<file path="config.mk">
export PLATFORM = sky130hd
export DESIGN_NAME = mipi_sat_cnt
export DESIGN_NICKNAME = d
export VERILOG_FILES = /design/src/rtl/mipi_sat_cnt.sv
export SDC_FILE = /design/constraint.sdc
export NUM_CORES = 1
export LEC_CHECK = 0
export CAP_MARGIN = 0
export CORE_AREA = 8 8 52 54
export CTS_BUF_LIST = sky130_fd_sc_hd__clkbuf_16
export DETAILED_ROUTE_END_ITERATION = 7
export DIE_AREA = 0 0 60 62
export HOLD_SLACK_MARGIN = 0.08
export PLACE_DENSITY = 0.77
export RECOVER_POWER = 25
export SYNTH_ARGS = -nofsm -noshare
export SYNTH_HDL_FRONTEND = slang
export SYNTH_SLANG_ARGS = --single-unit
</file>
<file path="constraint.sdc">
create_clock -name clk -period 7.9 [get_ports clk]
set_clock_uncertainty 0.2 [all_clocks]
set_input_delay 2.37 -clock clk [delete_from_list [all_inputs] [get_ports clk]]
set_output_delay 2.37 -clock clk [all_outputs]
set_load 0.02 [all_outputs]
</file>
<file path="src/rtl/mipi_sat_cnt.sv">
// mipi_sat_cnt
//   Saturating up-counter with synchronous clear. Clear and increment in the
//   same cycle load 1, so a count can restart on the very cycle it is cleared.
//   Only the value the counter takes at the next edge is exposed: that is what
//   the closing logic in the checker needs (it includes the current increment).
// Ports
//   clk, rst_n : clock, asynchronous active-low reset
//   clr        : restart the count at 0
//   inc        : add one, holding at all-ones
//   val_nxt    : value the counter will hold after this edge
module mipi_sat_cnt #(
  parameter int W = 16
) (
  input  logic         clk,
  input  logic         rst_n,
  input  logic         clr,
  input  logic         inc,
  output logic [W-1:0] val_nxt
);

  logic [W-1:0] cnt;

  // NOTE: combinational blocks assign every output a default first, so no
  // path through the block leaves a value unassigned and infers a latch.
  always_comb begin
    logic [W-1:0] base;
    base    = clr ? {W{1'b0}} : cnt;
    val_nxt = base;
    if (inc && (base != {W{1'b1}})) begin
      val_nxt = base + 1'b1;
    end
  end

  // NOTE: state registers use non-blocking assignments so every flop samples
  // the pre-edge values, independent of block ordering in the simulator.
  always_ff @(posedge clk or negedge rst_n) begin
    if (!rst_n) begin
      cnt <= '0;
    end else begin
      cnt <= val_nxt;
    end
  end

endmodule

</file>
Word-level counts from Yosys, hierarchy flattened. Cells that the tools add are included. Widths: inputs -> output; s select.

Add/sub/neg operators: 1. Equality and inequality tests: 1. Mux-type cells: 2. Reductions and logical operators: 1.

Operators by type and width (count): $mux 16 (2); $add 16x1->16 const B (1); $ne 16x16->1 const B (1); $logic_and 1x1->1 (1).

Bits in registers: 16. Bits of input ports: 4. Word-level logic and storage cells: 6.

Logic depth before layout (Yosys ltp). Gate-level depths: netlist of the first run.

Depth after elaboration: 4. Mapped depth: 5. Mapped depth without buffers: 4.

Worst setup path before layout of the first run. OpenSTA, ideal clock, no wires.

Path type: input-to-output. Start point: in clr. End point: out val_nxt[1]. Arrival time: 3713 ps. Path slack: 1617 ps. Cell stages on the path: 5. Buffers on the path: 1. Cell sequence: buf_6 > nand4b_2 > nor4_4 > nand3_2 > a211oi_1.

Cells in the longest elaborated chain, start to end: 4.

RTL lines: from (decl) (RTL line 16) `input logic clr,`; $mux 16 * (RTL line 27) `base = clr ? {W{1'b0}} : cnt;`; parallel branches: the longest is 2 deep, another holds $add 16x1->16; $mux 16 * (RTL line 29) `if (inc && (base != {W{1'b1}})) begin`; to (decl) (RTL line 18) `output logic [W-1:0] val_nxt`.

Every way passes the cells marked *.

Worst setup path in the final report of the first run. Same ends and word-level chain as after synthesis.

==> results of run 1 <==
## worst max-delay path: cells and delay by family
kind / cells / cell delay, ns
simple gates: 3 / 0.80
buf+inv: 2 / 1.26
compound gates: 1 / 0.32
## layer usage
metal	GRT usage	wire length, µm	vias up
met4	0.0714	31	0
met5	0	0	-
li1	-	-	362
met2	0.185	902	16
met1	0.132	859	354
met3	0.0329	104	4
## logic make-up (layout without fill, tap and decap cells)
group                  count (synthesis)  count (layout)
AO/OA/AOI/OAI                         18              18
XOR/XNOR                               2               2
buffers and inverters                  7              28
flip-flops                            16              16
multiplexers                           3               3
AND/OR/NAND/NOR                       39              39
## final timing paths
check	from	to	slack (ns)
max in group asynchronous	rst_n	cnt[4]	4.62
max reg2reg	cnt[0]	cnt[13]	6.16
min	cnt[15]	cnt[15]	0.31
min in group asynchronous	rst_n	cnt[5]	2.42
min reg2reg	cnt[15]	cnt[15]	0.31
max	clr	val_nxt[1]	0.57
## final cells by class
class,count,area [µm²]
Inverter,5,18.8
Sequential cell,16,400
Fill cell,144,691
Tap cell,27,33.8
Multi-Input combinational cell,62,489
Clock buffer,3,75.1
Timing Repair Buffer,19,190
Clock inverter,1,3.75
## power groups by stage
| stage | Clock [mW] | Combinational [mW] | Sequential (mW) |
|---|---|---|---|
| floorplan | 0 | 0.00601 | 0.0855 |
| global placement | 0 | 0.0116 | 0.0857 |
| detailed placement | 0 | 0.0117 | 0.0857 |
| CTS | 0.0998 | 0.0118 | 0.0844 |
| global route | 0.105 | 0.0128 | 0.0844 |
| finish | 0.0972 | 0.0114 | 0.0844 |
## cell usage in the layout (no fill, tap or decap), types with 3 or more instances in the layout
master / instances
sky130_fd_sc_hd__clkbuf_16: 3
sky130_fd_sc_hd__inv_1: 5
sky130_fd_sc_hd__a31oi_1: 4
sky130_fd_sc_hd__o21ai_0: 3
sky130_fd_sc_hd__nand3_1: 3
sky130_fd_sc_hd__clkdlybuf4s50_1: 18
sky130_fd_sc_hd__a21oi_1: 6
sky130_fd_sc_hd__mux2i_1: 3
sky130_fd_sc_hd__nor2_1: 3
sky130_fd_sc_hd__nand2_1: 9
sky130_fd_sc_hd__dfrtp_1: 16
## metrics by stage
stage / utilization / total power, mW / setup slack, ns / instance area [µm²] / std cells
floorplan: - / 0.0915 / 1.62 / 923 / 85
CTS: 0.637 / 0.196 / 0.554 / 1210 / 133
global route: 0.637 / 0.202 / 0.405 / 1210 / 133
global placement: 0.595 / 0.0972 / 0.624 / 1130 / 129
detailed placement: 0.595 / 0.0975 / 0.570 / 1130 / 129
finish: 0.637 / 0.193 / 0.572 / 1210 / 133
==> load_flow_metrics.sql, run 1 <==
INSERT INTO impl_metrics (metric_group, metric, value, unit) VALUES
('sta', 'timing.final.crit_share', '0.928', ''),
('sta', 'fmax', '136', 'MHz'),
('logic_synthesis', 'synth-xor-area-share', '0.0190', ''),
('placement', 'final_weighted_congestion_in_routability_driven_placement', '0.784', ''),
('finish', 'nets', '111', ''),
('sta', 'final_max_slew_viol_count', '0', ''),
('pwr', 'leakage', '0.588', 'nW'),
('sta', 'timing.setup.tns', '0', 'ns'),
('die', 'die_area', '3720', 'µm²'),
('cts', 'cts.clk_slew.worst_paths', '0.05', 'ns'),
('logic_synthesis', 'synth_top_family_by_area', 'simple AND/OR/NAND/NOR gates', ''),
('cts', 'cts-hold-fix-buffers', '0', ''),
('sta', 'unrepaired_setup_endpoints_after_global_routing', 'no', ''),
('global_route', 'grt_first_pass_wirelength', '3.20', 'mm'),
('drt', 'drtAntennaViolNets', '0', ''),
('worst_setup_path', 'cp_data_required_time', '5.33', 'ns'),
('logic_synthesis', 'synthesis.instances', '85', ''),
('logic_synthesis', 'synth_adder_area_share', '0', ''),
('worst_setup_path', 'critical-path-top-cell-by-count', 'sky130_fd_sc_hd__clkdlybuf4s50_1', ''),
('finish', 'largest_reg_flops', '16', ''),
('cts', 'worstSkewPairLatency', '0.24', 'ns'),
('sta', 'max-slew-margin-rel', '0.521', ''),
('drt', 'drt_pass1_iterations', '2', ''),
('logic_synthesis', 'synth-edff-count', '0', ''),
('logic_synthesis', 'synthFlopType', 'sky130_fd_sc_hd__dfrtp_1', ''),
('logic_synthesis', 'mappedNetlistArea', '923', 'µm²'),
('cts', 'cts_post_setup_buffers_inserted', '0', ''),
('die', 'design.portCount', '20', ''),
('logic_synthesis', 'yosys-top-cells-area', 'sky130_fd_sc_hd__dfrtp_1 (43%), sky130_fd_sc_hd__nor4_4 (4.6%), sky130_fd_sc_hd__nand2_1 (3.7%)', ''),
('finish', 'largest-register', 'cnt', ''),
('pwr', 'power_switching_share', '0.196', ''),
('worst_setup_path', 'worstPathMaxFanout', '11', ''),
('worst_setup_path', 'critical_path_arrival', '4.76', 'ns'),
('finish', 'layout-area-overhead-vs-synth', '31.2', '%'),
('drt', 'wl', '1.90', 'mm'),
('cts', 'cts-resized-gates', '0', ''),
('drt', 'drc_errors', '0', ''),
('global_route', 'via_count_of_the_first_global_routing_pass', '742', ''),
('cts', 'htreeDepth', '1', ''),
('drt', 'post_drt_via_cell_ratio', '5.53', ''),
('min_path', 'worstHoldPathCells', '1', ''),
('sta', 'setup-violations-final', '0', ''),
('logic_synthesis', 'synth_compound_gate_area_share', '0.117', ''),
('logic_synthesis', 'area_share_of_the_largest_cell_type_after_synthesis', '0.434', ''),
('logic_synthesis', 'synth_common_cells', 'sky130_fd_sc_hd__dfrtp_1 (16), sky130_fd_sc_hd__nand2_1 (9), sky130_fd_sc_hd__a21oi_1 (6)', ''),
('logic_synthesis', 'yosys.area_share.simple', '0.362', ''),
('cts', 'clock_sink_count', '16', ''),
('sta', 'worstMarginPinSlew', '0.716', 'ns'),
('logic_synthesis', 'synth_most_common_cell', 'sky130_fd_sc_hd__dfrtp_1', ''),
('worst_setup_path', 'r2r.worst_path.cells', '4', ''),
('finish', 'antennaDiodeCount', '0', ''),
('logic_synthesis', 'async_reset_ff_frac', '1.00', ''),
('global_route', 'grt_util_all_layers', '0.115', ''),
('sta', 'timing.hold.ws', '0.314', 'ns'),
('logic_synthesis', 'ys.warnings.count', '0', ''),
('logic_synthesis', 'share_of_the_yosys_chip_area_belonging_to_registers', '0.434', ''),
('logic_synthesis', 'yosys.cell_types.count', '37', ''),
('pwr', 'power.share.sequential', '0.437', ''),
('sta', 'final_period_minus_worst_setup_slack', '7.33', 'ns'),
('logic_synthesis', 'synth.net_count', '89', ''),
('logic_synthesis', 'postSynthAreaPerCell', '10.9', 'µm²'),
('min_path', 'hp-class', 'reg2reg', ''),
('logic_synthesis', 'synth.area.mux_share', '0.0325', ''),
('worst_setup_path', 'worst_path_largest_cell_delay', '0.66', 'ns'),
('die', 'floorplan.initialDensity', '0.486', ''),
('die', 'core_area', '1900', 'µm²'),
('worst_setup_path', 'timing.critical_path.from_type', 'input pin', ''),
('global_route', 'grt_start_max_net_pins', '17', ''),
('cts', 'cts_inserted_buffers', '3', ''),
('run_status', 'run_status', 'completed', ''),
('placement', 'place_hpwl', '1.44', 'mm');
(Power assumes the default switching activity.)
==> run 2, diff against run 1 <==
--- a/config.mk
+++ b/config.mk
@@ -6,13 +6,15 @@
 export NUM_CORES = 1
 export LEC_CHECK = 0
 export CAP_MARGIN = 0
-export CORE_AREA = 8 8 52 54
+export CORE_AREA = 5 5 49 51
 export CTS_BUF_LIST = sky130_fd_sc_hd__clkbuf_16
 export DETAILED_ROUTE_END_ITERATION = 7
-export DIE_AREA = 0 0 60 62
+export DIE_AREA = 0 0 54 56
 export HOLD_SLACK_MARGIN = 0.08
 export PLACE_DENSITY = 0.77
 export RECOVER_POWER = 25
+export SLEW_MARGIN = 5
 export SYNTH_ARGS = -nofsm -noshare
 export SYNTH_HDL_FRONTEND = slang
 export SYNTH_SLANG_ARGS = --single-unit
+export TNS_END_PERCENT = 100
==> load_flow_metrics.sql, run 2 (same netlist as run 1, synthesis figures left out) <==
INSERT INTO impl_metrics (metric_group, metric, value, unit) VALUES
('run_status', 'run_status', 'completed', ''),
('finish', 'post_route_cells_drive_above_1_share', '0.171', ''),
('cts', 'cts-resized-gates', '0', ''),
('die', 'total_number_of_placement_rows', '16', ''),
('drt', 'drc_errors', '0', ''),
('finish', 'layout_commonest_cell', 'sky130_fd_sc_hd__clkdlybuf4s50_1', ''),
('cts', 'cts-hold-fix-buffers', '0', ''),
('pwr', 'power_report.internal_total', '0.155', 'mW'),
('cts', 'cts_inserted_buffers', '3', ''),
('die', 'floorplan.initialDensity', '0.486', ''),
('drt', 'drtAntennaViolNets', '0', ''),
('cts', 'cts.clk_slew.worst_paths', '0.05', 'ns'),
('pwr', 'finalPower', '0.193', 'mW'),
('drt', 'wl', '1.96', 'mm'),
('pwr', 'net_switching_power', '0.0380', 'mW'),
('worst_setup_path', 'critical_path_class', 'in2out', ''),
('global_route', 'grt_antenna_before_repair', '0', ''),
('pwr', 'p_per_area', '160', 'nW/µm²'),
('min_path', 'hp-class', 'reg2reg', ''),
('worst_setup_path', 'worstPathMaxFanout', '11', ''),
('worst_setup_path', 'setup.worst_path.end_class', 'primary output', ''),
('worst_setup_path', 'critical_path_arrival', '4.78', 'ns'),
('worst_setup_path', 'timing.critical_path.from_type', 'input pin', ''),
('pwr', 'peakVddDrop', '0.000142', 'V'),
('global_route', 'grt_first_pass_wirelength', '3.48', 'mm'),
('drt', 'post_drt_via_cell_ratio', '5.64', ''),
('drt', 'avgRoutedWirePerCell', '14.8', 'µm'),
('finish', 'largest_reg_flops', '16', ''),
('sta', 'setup-violations-final', '0', ''),
('sta', 'timing.hold.ws', '0.316', 'ns'),
('pwr', 'power.combinational.fraction', '0.060', ''),
('sta', 'timing.final.crit_share', '0.930', ''),
('finish', 'antennaDiodeCount', '0', ''),
('cts', 'cts_post_setup_buffers_inserted', '0', ''),
('global_route', 'via_count_of_the_first_global_routing_pass', '766', ''),
('sta', 'timing.setup.tns', '0', 'ns'),
('cts', 'clock_sink_count', '16', ''),
('global_route', 'globalRouteOverflowTotal', '0', ''),
('placement', 'place_hpwl', '1.44', 'mm'),
('finish', 'final_cell_mix', 'sky130_fd_sc_hd__clkdlybuf4s50_1 (18), sky130_fd_sc_hd__dfrtp_1 (16), sky130_fd_sc_hd__nand2_1 (9)', ''),
('placement', 'final_weighted_congestion_in_routability_driven_placement', '0.705', ''),
('die', 'die_w', '54', 'µm'),
('cts', 'max-clock-path-buffers', '2', ''),
('finish', 'largestRegisters', 'cnt: 16 flops', ''),
('drt', 'initialDrtViolationCount', '14', ''),
('die', 'die_y', '56', 'µm'),
('pwr', 'leakage', '0.587', 'nW'),
('cts', 'tritoncts', 'done', ''),
('sta', 'final_max_slew_viol_count', '0', ''),
('finish', 'layout-area-overhead-vs-synth', '30.8', '%'),
('die', 'design.portCount', '20', ''),
('pwr', 'clockPowerShare', '0.501', ''),
('drt', 'drt_pass1_iterations', '4', ''),
('global_route', 'grt_start_max_net_pins', '17', ''),
('cts', 'worstSkewPairLatency', '0.24', 'ns'),
('worst_setup_path', 'cp_data_required_time', '5.33', 'ns'),
('sta', 'worstMarginPinSlew', '0.725', 'ns'),
('sta', 'final_period_minus_worst_setup_slack', '7.35', 'ns'),
('sta', 'hold_violations', '0', ''),
('cts', 'clk_root_buffer_cell', 'sky130_fd_sc_hd__clkbuf_16', ''),
('sta', 'fmax', '136', 'MHz'),
('job', 'maxCapViolations', '0', ''),
('finish', 'nets', '111', ''),
('cts', 'htreeDepth', '1', ''),
('die', 'die_area', '3020', 'µm²'),
('sta', 'unrepaired_setup_endpoints_after_global_routing', 'no', ''),
('pwr', 'power.share.sequential', '0.439', ''),
('die', 'core_area', '1900', 'µm²'),
('finish', 'largest-register', 'cnt', ''),
('global_route', 'grt_util_all_layers', '0.154', ''),
('placement', 'io_buffer_count', '19', ''),
('pwr', 'power_switching_share', '0.198', ''),
('drt', 'vias', '745', ''),
('sta', 'max-slew-margin-rel', '0.515', '');
run 2: cell type report:
type | instances | area [µm²]
Clock buffer | 3 | 75.1
Fill cell | 154 | 694
Inverter | 5 | 18.8
Multi-Input combinational cell | 62 | 489
Sequential cell | 16 | 400
Tap cell | 27 | 33.8
Timing Repair Buffer | 19 | 190
run 2: critical path, cell delays in order:
cell and delay (ns):
sky130_fd_sc_hd__clkdlybuf4s50_1 0.60, sky130_fd_sc_hd__nand3b_4 0.32, sky130_fd_sc_hd__nor4_4 0.31, sky130_fd_sc_hd__nand3_2 0.19
sky130_fd_sc_hd__a211oi_1 0.33, sky130_fd_sc_hd__clkdlybuf4s50_1 0.66
run 2: final timing paths:
kind                          from         end  slack, ns  cells after the start
min in group asynchronous    rst_n     cnt[15]       2.43                      1
hold reg to reg            cnt[15]     cnt[15]       0.32                      1
max in group asynchronous    rst_n      cnt[2]       4.62                      1
hold / removal             cnt[15]     cnt[15]       0.32                      1
setup reg to reg            cnt[0]     cnt[13]       6.13                      4
setup / recovery               clr  val_nxt[1]       0.55                      6
run 2: through the flow:
step	setup slack, ns	cell area [µm²]	instances	utilization
4_1_cts	0.544	1210	132	0.635
6_report	0.549	1210	132	0.635
3_3_place_gp	0.621	1130	129	0.595
2_1_floorplan	1.62	923	85	-
3_5_place_dp	0.564	1130	129	0.595
5_1_grt	0.379	1210	132	0.635
run 2: power by group through the flow:
stage | sequential (mW) | clock, mW | combinational, mW
after floorplan | 0.0855 | 0 | 0.00601
after global routing | 0.0846 | 0.102 | 0.0130
final | 0.0846 | 0.0964 | 0.0116
after detailed placement | 0.0857 | 0 | 0.0119
after global placement | 0.0857 | 0 | 0.0115
after CTS | 0.0845 | 0.0982 | 0.0119
run 2: routing by layer:
metal,track usage,vias up,part of all wire
met5,0,-,0
met3,0.0429,4,0.045
li1,-,360,-
met1,0.203,358,0.45
met2,0.235,23,0.49
met4,0.0534,0,0.012
==> run 3, diff against run 2 <==
--- a/config.mk
+++ b/config.mk
@@ -10,11 +10,11 @@
 export CTS_BUF_LIST = sky130_fd_sc_hd__clkbuf_16
 export DETAILED_ROUTE_END_ITERATION = 7
 export DIE_AREA = 0 0 54 56
-export HOLD_SLACK_MARGIN = 0.08
+export HOLD_SLACK_MARGIN = 0.12
 export PLACE_DENSITY = 0.77
 export RECOVER_POWER = 25
 export SLEW_MARGIN = 5
 export SYNTH_ARGS = -nofsm -noshare
 export SYNTH_HDL_FRONTEND = slang
 export SYNTH_SLANG_ARGS = --single-unit
-export TNS_END_PERCENT = 100
+export TNS_END_PERCENT = 1
==> constraint.sdc (replaced) <==
create_clock -name clk -period 9.2 [get_ports clk]
set_clock_uncertainty 0.2 [all_clocks]
set_input_delay 2.76 -clock clk [delete_from_list [all_inputs] [get_ports clk]]
set_output_delay 2.76 -clock clk [all_outputs]
set_load 0.02 [all_outputs]
==> results of run 3 <==
Same layout as run 2 (identical final DEF). Status: completed.
Main changes from that run: setup slack after placement 0.564 ns -> 1.08 ns; setup slack after layout 0.549 ns -> 1.07 ns; register-to-register setup slack 6.13 ns -> 7.43 ns; total power 0.193 mW -> 0.165 mW; worst IR drop on VDD 0.000142 V -> 0.000122 V
